### config.mk
export PLATFORM = sky130hd
export DESIGN_NAME = udp_readout_packer
export DESIGN_NICKNAME = d
export VERILOG_FILES = /design/src/rtl/udp_readout_pkg.sv /design/src/rtl/readout_sync_fifo.sv /design/src/rtl/udp_readout_packer.sv
export SDC_FILE = /design/constraint.sdc
export NUM_CORES = 2
export LEC_CHECK = 0
export ABC_CLOCK_PERIOD_IN_PS = 57100
export BUFFER_PORTS_ARGS = -buffer_cell sky130_fd_sc_hd__buf_2
export CAP_MARGIN = 30
export CELL_PAD_IN_SITES_DETAIL_PLACEMENT = 1
export CELL_PAD_IN_SITES_GLOBAL_PLACEMENT = 1
export CORE_MARGIN = 2
export CORE_UTILIZATION = 30
export DETAILED_ROUTE_END_ITERATION = 8
export PLACE_DENSITY_LB_ADDON = 0.1
export SKIP_CTS_REPAIR_TIMING = 1
export SYNTH_ARGS = -nofsm -noshare
export SYNTH_HDL_FRONTEND = slang
export SYNTH_SLANG_ARGS = --single-unit
### constraint.sdc
create_clock -name clk -period 57.1 [get_ports clk]
set_input_delay 2.855 -clock clk [delete_from_list [all_inputs] [get_ports clk]]
set_output_delay 2.855 -clock clk [all_outputs]
set_load 0.01 [all_outputs]
### src/rtl/udp_readout_pkg.sv
`default_nettype none
// ============================================================================
// Module      : udp_readout_pkg
// Description : Shared types and constants for the UDP readout packer.
//               - packer state encoding
//               - header magic and header field bit offsets
//               - pkt_len_beats(): header length field for a given burst
// Config      : UDP_PACKER_CHKSUM_EN adds one trailer beat to the length.
// Revision    : 1.0 - initial release
// ============================================================================
package udp_readout_pkg;

    typedef enum logic [1:0] {
        S_IDLE = 2'd0,
        S_HDR  = 2'd1,
        S_PAY  = 2'd2,
        S_TRL  = 2'd3
    } pkt_state_t;

    localparam logic [15:0] c_HDR_MAGIC     = 16'hDA7A;

    // Header beat layout: {magic, seq, timestamp, len}
    localparam int          c_HDR_FIELD_W   = 16;
    localparam int          c_HDR_MAGIC_LSB = 48;
    localparam int          c_HDR_SEQ_LSB   = 32;
    localparam int          c_HDR_TS_LSB    = 16;
    localparam int          c_HDR_LEN_LSB   = 0;

    // Beats following the header: four lanes per DRAM word, plus the
    // checksum trailer when that feature is built in.
    function automatic logic [15:0] pkt_len_beats(input int unsigned words);
`ifdef UDP_PACKER_CHKSUM_EN
        return 16'(words * 4 + 1);
`else
        return 16'(words * 4);
`endif
    endfunction

endpackage
`default_nettype wire

### src/rtl/readout_sync_fifo.sv
`default_nettype none
// ============================================================================
// Module      : readout_sync_fifo
// Description : Single-clock FIFO for DRAM readout words.
//               - A write becomes visible at the head one cycle later.
//               - A write while full is dropped and sets a sticky overflow
//                 flag, unless a read happens in the same cycle.
//               - o_next peeks the low NEXT_W bits of the entry behind the
//                 head, so the consumer can start the next word
//                 back-to-back with the pop.
// Ports       : clk, rst (sync, active-low)
//               i_wr_en/i_wr_data  push
//               i_rd_en            pop (ignored when empty)
//               o_head, o_next     head word, low bits of next word
//               o_count            occupancy
//               o_full, o_empty, o_overflow
// Revision    : 1.0 - initial release
// ============================================================================
module readout_sync_fifo #(
    parameter int WIDTH  = 256,
    parameter int DEPTH  = 16,
    parameter int NEXT_W = 64
) (
    input  logic                     clk,
    input  logic                     rst,
    input  logic                     i_wr_en,
    input  logic [WIDTH-1:0]         i_wr_data,
    input  logic                     i_rd_en,
    output logic [WIDTH-1:0]         o_head,
    output logic [NEXT_W-1:0]        o_next,
    output logic [$clog2(DEPTH):0]   o_count,
    output logic                     o_full,
    output logic                     o_empty,
    output logic                     o_overflow
);

    localparam int c_AW = $clog2(DEPTH);

    logic [WIDTH-1:0] r_mem [DEPTH];
    logic [c_AW-1:0]  r_wr_ptr;
    logic [c_AW-1:0]  r_rd_ptr;
    logic [c_AW:0]    r_count;
    logic             r_overflow;
    logic [c_AW-1:0]  w_rd_ptr_nxt;
    logic [WIDTH-1:0] w_next_word;
    logic             w_do_rd;
    logic             w_do_wr;

    assign o_empty      = (r_count == '0);
    assign o_full       = (r_count == (c_AW + 1)'(DEPTH));
    assign w_do_rd      = i_rd_en && !o_empty;
    // A full FIFO still takes the write when the head leaves this cycle.
    assign w_do_wr      = i_wr_en && (!o_full || w_do_rd);
    assign w_rd_ptr_nxt = r_rd_ptr + c_AW'(1);
    assign w_next_word  = r_mem[w_rd_ptr_nxt];

    assign o_head       = r_mem[r_rd_ptr];
    assign o_next       = w_next_word[NEXT_W-1:0];
    assign o_count      = r_count;
    assign o_overflow   = r_overflow;

    always_ff @(posedge clk) begin
        if (w_do_wr) begin
            r_mem[r_wr_ptr] <= i_wr_data;
        end
    end

    always_ff @(posedge clk) begin
        if (!rst) begin
            r_wr_ptr   <= '0;
            r_rd_ptr   <= '0;
            r_count    <= '0;
            r_overflow <= 1'b0;
        end else begin
            if (w_do_wr) begin
                r_wr_ptr <= r_wr_ptr + c_AW'(1);
            end
            if (w_do_rd) begin
                r_rd_ptr <= w_rd_ptr_nxt;
            end
            case ({w_do_wr, w_do_rd})
                2'b10:   r_count <= r_count + (c_AW + 1)'(1);
                2'b01:   r_count <= r_count - (c_AW + 1)'(1);
                default: r_count <= r_count;
            endcase
            if (i_wr_en && !w_do_wr) begin
                r_overflow <= 1'b1;
            end
        end
    end

endmodule
`default_nettype wire

### src/rtl/udp_readout_packer.sv
`default_nettype none
// ============================================================================
// Module      : udp_readout_packer
// Description : Frames DRAM readout bursts into UDP payload beats.
//               A trigger latches its timestamp. The packer then emits a
//               header beat {DA7A, seq, ts, len}, followed by
//               WORDS_PER_PKT*4 payload beats taken lane 0 first from
//               each buffered DRAM word.
// Config      : UDP_PACKER_CHKSUM_EN appends one trailer beat holding the
//               XOR of all payload beats; eop moves to the trailer.
// Ports       : clk, rst (sync, active-low)
//               trig_status, trig_time_stamp   trigger and its timestamp
//               dram_rd_data, dram_rd_valid    DRAM read words
//               tx_data/valid/ready/sop/eop    stream to the MAC
//               fifo_overflow, trig_dropped    sticky error flags
//               busy                           packer not idle
// Revision    : 1.0 - initial release
// ============================================================================
module udp_readout_packer
    import udp_readout_pkg::*;
#(
    parameter int IN_W          = 256,  // must equal 4*OUT_W
    parameter int OUT_W         = 64,
    parameter int FIFO_DEPTH    = 16,
    parameter int WORDS_PER_PKT = 11
) (
    input  logic             clk,
    input  logic             rst,
    input  logic             trig_status,
    input  logic [15:0]      trig_time_stamp,
    input  logic [IN_W-1:0]  dram_rd_data,
    input  logic             dram_rd_valid,
    output logic [OUT_W-1:0] tx_data,
    output logic             tx_valid,
    input  logic             tx_ready,
    output logic             tx_sop,
    output logic             tx_eop,
    output logic             fifo_overflow,
    output logic             trig_dropped,
    output logic             busy
);

    localparam int                  c_LANES         = IN_W / OUT_W;
    localparam int                  c_LANE_W        = $clog2(c_LANES);
    localparam logic [c_LANE_W-1:0] c_LAST_LANE     = c_LANE_W'(c_LANES - 1);
    localparam logic [c_LANE_W-1:0] c_PRE_LAST_LANE = c_LANE_W'(c_LANES - 2);
    localparam int                  c_WC_W          = (WORDS_PER_PKT > 1) ? $clog2(WORDS_PER_PKT) : 1;
    localparam logic [c_WC_W-1:0]   c_LAST_WORD     = c_WC_W'(WORDS_PER_PKT - 1);
    localparam int                  c_CNT_W         = $clog2(FIFO_DEPTH) + 1;
    localparam logic [15:0]         c_HDR_LEN       = pkt_len_beats(WORDS_PER_PKT);
`ifdef UDP_PACKER_CHKSUM_EN
    localparam bit                  c_EOP_ON_PAY    = 1'b0;
`else
    localparam bit                  c_EOP_ON_PAY    = 1'b1;
`endif

    pkt_state_t          r_state;
    logic [OUT_W-1:0]    r_tx_data;
    logic                r_tx_valid;
    logic                r_tx_sop;
    logic                r_tx_eop;
    logic [15:0]         r_seq;
    logic [15:0]         r_ts;
    logic                r_pending;
    logic                r_trig_dropped;
    logic [c_LANE_W-1:0] r_lane;
    logic [c_WC_W-1:0]   r_word_cnt;
`ifdef UDP_PACKER_CHKSUM_EN
    logic [OUT_W-1:0]    r_csum;
`endif

    logic [IN_W-1:0]     w_fifo_head;
    logic [OUT_W-1:0]    w_fifo_next_lo;
    logic [c_CNT_W-1:0]  w_fifo_count;
    logic                w_fifo_empty;
    logic                w_unused_fifo_full;
    logic                w_fifo_rd;
    logic [OUT_W-1:0]    w_head_lane [c_LANES];
    logic [OUT_W-1:0]    w_header;
    logic [c_LANE_W-1:0] w_lane_nxt;
    logic                w_pay_hs;
    logic                w_hdr_acc;
    logic                w_last_word;
    logic                w_last_beat;
    logic                w_fifo_has_next;

    readout_sync_fifo #(
        .WIDTH  (IN_W),
        .DEPTH  (FIFO_DEPTH),
        .NEXT_W (OUT_W)
    ) u_fifo (
        .clk        (clk),
        .rst        (rst),
        .i_wr_en    (dram_rd_valid),
        .i_wr_data  (dram_rd_data),
        .i_rd_en    (w_fifo_rd),
        .o_head     (w_fifo_head),
        .o_next     (w_fifo_next_lo),
        .o_count    (w_fifo_count),
        .o_full     (w_unused_fifo_full),
        .o_empty    (w_fifo_empty),
        .o_overflow (fifo_overflow)
    );

    genvar gi;
    generate
        for (gi = 0; gi < c_LANES; gi++) begin : g_lane
            assign w_head_lane[gi] = w_fifo_head[gi*OUT_W +: OUT_W];
        end
    endgenerate

    always_comb begin
        w_header = '0;
        w_header[c_HDR_MAGIC_LSB +: c_HDR_FIELD_W] = c_HDR_MAGIC;
        w_header[c_HDR_SEQ_LSB   +: c_HDR_FIELD_W] = r_seq;
        w_header[c_HDR_TS_LSB    +: c_HDR_FIELD_W] = r_ts;
        w_header[c_HDR_LEN_LSB   +: c_HDR_FIELD_W] = c_HDR_LEN;
    end

    assign w_hdr_acc       = (r_state == S_HDR) && r_tx_valid && tx_ready;
    assign w_pay_hs        = (r_state == S_PAY) && r_tx_valid && tx_ready;
    assign w_last_word     = (r_word_cnt == c_LAST_WORD);
    assign w_last_beat     = w_last_word && (r_lane == c_LAST_LANE);
    assign w_lane_nxt      = r_lane + c_LANE_W'(1);
    // The head word leaves once its last lane is accepted.
    assign w_fifo_rd       = w_pay_hs && (r_lane == c_LAST_LANE);
    // Occupancy before this edge: a word written now is not yet readable.
    assign w_fifo_has_next = (w_fifo_count > c_CNT_W'(1));

    // Trigger latch. Only one trigger can wait for its header; later ones
    // are discarded and flagged until that header is accepted.
    always_ff @(posedge clk) begin
        if (!rst) begin
            r_pending      <= 1'b0;
            r_ts           <= '0;
            r_trig_dropped <= 1'b0;
        end else begin
            if (trig_status) begin
                if (r_pending) begin
                    r_trig_dropped <= 1'b1;
                end else begin
                    r_pending <= 1'b1;
                    r_ts      <= trig_time_stamp;
                end
            end
            if (w_hdr_acc) begin
                r_pending <= 1'b0;
            end
        end
    end

    // Framing FSM. r_word_cnt/r_lane name the payload beat currently held
    // in (or waiting for) the output register, and advance on handshake.
    always_ff @(posedge clk) begin
        if (!rst) begin
            r_state    <= S_IDLE;
            r_tx_data  <= '0;
            r_tx_valid <= 1'b0;
            r_tx_sop   <= 1'b0;
            r_tx_eop   <= 1'b0;
            r_seq      <= '0;
            r_lane     <= '0;
            r_word_cnt <= '0;
`ifdef UDP_PACKER_CHKSUM_EN
            r_csum     <= '0;
`endif
        end else begin
            case (r_state)
                S_IDLE: begin
                    if (r_pending) begin
                        r_state    <= S_HDR;
                        r_tx_valid <= 1'b1;
                        r_tx_data  <= w_header;
                        r_tx_sop   <= 1'b1;
                        r_tx_eop   <= 1'b0;
                    end
                end
                S_HDR: begin
                    if (w_hdr_acc) begin
                        r_state    <= S_PAY;
                        r_word_cnt <= '0;
                        r_lane     <= '0;
                        r_tx_sop   <= 1'b0;
                        r_tx_eop   <= 1'b0;
                        r_tx_valid <= !w_fifo_empty;
                        r_tx_data  <= w_head_lane[0];
`ifdef UDP_PACKER_CHKSUM_EN
                        r_csum     <= '0;
`endif
                    end
                end
                S_PAY: begin
                    if (w_pay_hs) begin
`ifdef UDP_PACKER_CHKSUM_EN
                        r_csum <= r_csum ^ r_tx_data;
`endif
                        if (w_last_beat) begin
                            r_seq <= r_seq + 16'd1;
`ifdef UDP_PACKER_CHKSUM_EN
                            // Trailer includes the beat accepted this edge.
                            r_state    <= S_TRL;
                            r_tx_data  <= r_csum ^ r_tx_data;
                            r_tx_eop   <= 1'b1;
`else
                            r_state    <= S_IDLE;
                            r_tx_valid <= 1'b0;
                            r_tx_eop   <= 1'b0;
`endif
                        end else if (r_lane == c_LAST_LANE) begin
                            // Next word starts without a bubble if present.
                            r_lane     <= '0;
                            r_word_cnt <= r_word_cnt + c_WC_W'(1);
                            r_tx_valid <= w_fifo_has_next;
                            r_tx_data  <= w_fifo_next_lo;
                            r_tx_eop   <= 1'b0;
                        end else begin
                            r_lane     <= w_lane_nxt;
                            r_tx_valid <= 1'b1;
                            r_tx_data  <= w_head_lane[w_lane_nxt];
                            r_tx_eop   <= c_EOP_ON_PAY && w_last_word &&
                                          (r_lane == c_PRE_LAST_LANE);
                        end
                    end else if (!r_tx_valid && !w_fifo_empty) begin
                        // Underrun recovery: present the waiting beat.
                        r_tx_valid <= 1'b1;
                        r_tx_data  <= w_head_lane[r_lane];
                        r_tx_eop   <= c_EOP_ON_PAY && w_last_beat;
                    end
                end
`ifdef UDP_PACKER_CHKSUM_EN
                S_TRL: begin
                    if (r_tx_valid && tx_ready) begin
                        r_state    <= S_IDLE;
                        r_tx_valid <= 1'b0;
                        r_tx_eop   <= 1'b0;
                    end
                end
`endif
                default: begin
                    r_state    <= S_IDLE;
                    r_tx_valid <= 1'b0;
                    r_tx_sop   <= 1'b0;
                    r_tx_eop   <= 1'b0;
                end
            endcase
        end
    end

    assign tx_data      = r_tx_data;
    assign tx_valid     = r_tx_valid;
    assign tx_sop       = r_tx_sop;
    assign tx_eop       = r_tx_eop;
    assign trig_dropped = r_trig_dropped;
    assign busy         = (r_state != S_IDLE);

endmodule
`default_nettype wire

==> reports/metrics.cfg <==
[timing]
rsz0062_at_grt=false
tns_ps=0
fin_ws_ps=49010
tightestPinTransition_ps=1220
slew_viol_final=0
finalCritPeriodShare_pct=14.2
finalHoldViolations=0
relSlewSlack_pct=18.5
fin_crit_ps=8090
hold_slack_ps=469
max_freq_ghz=0.124
setup-violations-final=0
final.setup_skew_ps=77.9

[cts]
clk_pin_slew_ps=60
cts_buffers=473
cts_max_level=5
cts.sinks=4223
cts_buffer_depth=4
clk_latency_ps=1080
cts_tree=yes
clock-root-buffer=clkbuf_16

[worst_setup_path]
crit_type=in2reg
crit_path_end_kind=register
rr_startpoint=r_state[0]
cp_top_family=buffers and inverters
critical_path_required_ps=57750
critical_path_buf_inv_count=5
critPathMaxFanout=40
worstSetupStartpoint=tx_ready
path_common_cell=buf_4
critPathMaxStageDelay_ps=790
r2r_slack_ps=50330
critPathSlowestCell=nor2_4
cp_cell_sequence=buf_2, and2_1, nand3_1, nand4_1, and2_1, nand2_1, nor2_4, buf_4, buf_4, buf_4, buf_4
startpoint_type=input port
cp.arrival_ps=8740

[detailed_routing]
first_pass_iters=5
highest_layer=met5
wl_mm=666
route.met3.wl_mm=41.4
vias=93955
wl_met2_mm=320
wire_per_inst_um=39.0
met1Wirelength_mm=285
ant_nets=0
dr.first_iter.drc_count=9615
drc=0
avgViaCountPerCell=5.51

[job]
maxCapViolCount=0

[yosys]
synthSimpleGateAreaFrac_pct=2.88
synth-warning-count=0
synth_fa_ha_area_share_pct=0.138
syn_area_per_cell_um2=20.3
syn_inst=8470
dominantRegCellSynth=edfxtp_1
synthMuxAreaShare_pct=17.9
synth_cell_types=79
synth-xor-area-share_pct=0.138
netlist_area_um2=172000
syn_nets=8766
synth_top_family_by_area=multiplexers
yosysSeqAreaShare_pct=73.0
synth-compound-area-share_pct=4.00
async_reset_ff_share_pct=0
ys_ff_latch=4223
synth_edf_count=4096

[final_layout]
drive_gt1_share_pct=29.0
fin_cells=17065
fin_util_pct=34.8
fill_cells=55775
area_growth_pct=15.7
final_cell_area_um2=199000
finalNetCount=9376

[die]
initial_core_util_pct=30.1
core_um2=572000
die_h_um=761
die_w_um=761
die_area_um2=579000
placementRows=278
pin_count=347

[worst_hold_path]
holdCritPathClass=reg2reg
hold_start=tx_data[17]

[grt]
grt_max_degree=102
grt_pass1_wl_mm=899
overflow=0
grt_pass1_vias=98822
grt_usage_pct=22.5
antenna_found_initial=178

[placement]
gp_congestion=0.807
numPortBuffers=346
dp_slack_ps=47850
post-place-cells=16158
dp_hpwl_mm=408
place_area_um2=183000

[power]
ir_drop_uv=25.9
power_density_nw_per_um2=34.1
finalPower_mw=6.78
p_leak_nw=60.5

[status]
status=finished clean

[power by group]
part / total [mW] / internal [mW] / switching (mW)
clock network: 3.04 / 1.72 / 1.32
registers: 3.47 / 3.44 / 0.0310
logic: 0.266 / 0.0663 / 0.200
[worst min-delay path: cells and delay by family (launching register included)]
family           cells  cell delay (ps)
AO/OA/AOI/OAI        1               50
flip-flops           1              330
AND/OR/NAND/NOR      1               50
[cells in the mapped netlist (17+ instances only)]
master / instances / area [µm²]
clkbuf_1: 210 / 788
or3_1: 23 / 144
o2111ai_1: 17 / 149
mux4_2: 1294 / 29100
a22o_1: 66 / 578
nor3_1: 47 / 235
xor2_1: 17 / 149
a211oi_1: 40 / 300
buf_6: 59 / 664
a21oi_1: 181 / 906
o21ai_0: 148 / 741
a22oi_1: 184 / 1380
inv_1: 19 / 71.3
nor2_1: 234 / 878
and3_1: 48 / 300
edfxtp_1: 4096 / 123000
o211ai_1: 37 / 278
buf_4: 99 / 743
mux2i_1: 150 / 1500
nand3_1: 90 / 450
o221ai_1: 19 / 166
o22ai_1: 92 / 576
a32oi_1: 17 / 149
nand2_1: 629 / 2360
ha_1: 19 / 238
buf_1: 27 / 101
mux2_2: 18 / 203
a221oi_1: 63 / 552
a31oi_1: 56 / 350
nand4_1: 18 / 113
buf_2: 145 / 726
dfxtp_1: 127 / 2540
[registers in the layout, summed over array words and instances (netlist names), named ones only]
signal,flops
r_lane,2
r_word_cnt,4
u_fifo.o_overflow,1
r_pending,1
u_fifo.r_rd_ptr,4
tx_eop,1
r_seq,16
r_ts,16
u_fifo.r_wr_ptr,4
u_fifo.o_count,5
u_fifo.r_mem,4096
r_state,2
tx_sop,1
tx_data,64
trig_dropped,1
tx_valid,1
[final timing paths]
kind,to,cells after the start
max,u_fifo.r_mem[7][117],11
max reg2reg,u_fifo.r_mem[7][117],11
min,tx_data[17],2
min reg2reg,tx_data[17],2
[cell families after synthesis]
logic type,after synthesis
AOI/OAI and AO/OA,1008
xor gates and xnor gates,27
adders and majority gates,19
buffers and inverters,575
DFF,4223
muxes,1462
and+or+nand+nor,1156
[layout by cell type (no fill, tap or decap), types with 19 or more instances in the layout]
master and count:
a211oi_1 40, a21oi_1 181, a221oi_1 58, a22o_1 66, a22oi_1 184, a31oi_1 51
and3_1 48, buf_12 29, buf_2 348, buf_4 291, bufinv_16 39, clkbuf_1 110
clkbuf_16 473, clkinv_1 104, clkinv_16 20, clkinv_2 91, dfxtp_1 121, diode_2 30
edfxtp_1 4096, mux2i_1 150, mux4_2 1294, nand2_1 625, nand3_1 90, nor2_1 202
nor2_4 23, nor3_1 42, o211ai_1 37, o21ai_0 148, o221ai_1 19, o22ai_1 91
or3_1 22
[metal layers]
layer / up-vias / GRT usage [%]
met2: 3325 / 37.2
met1: 52524 / 30.6
li1: 37072 / -
met4: 62 / 5.72
met5: - / 0
met3: 972 / 4.26
[final cells by class]
class | count | area (µm²) | share of cell area, %
sequential | 4223 | 126000 | 63.1
multi-input combinational | 3672 | 43600 | 21.9
clock buffer | 596 | 12400 | 6.25
tap | 7560 | 9460 | 4.76
timing repair buffer | 684 | 4800 | 2.42
clock inverter | 274 | 2870 | 1.44
inverter | 26 | 119 | 0.0598
antenna | 30 | 75.1 | 0.0377
Note: power is estimated with default switching activity, not from simulation.
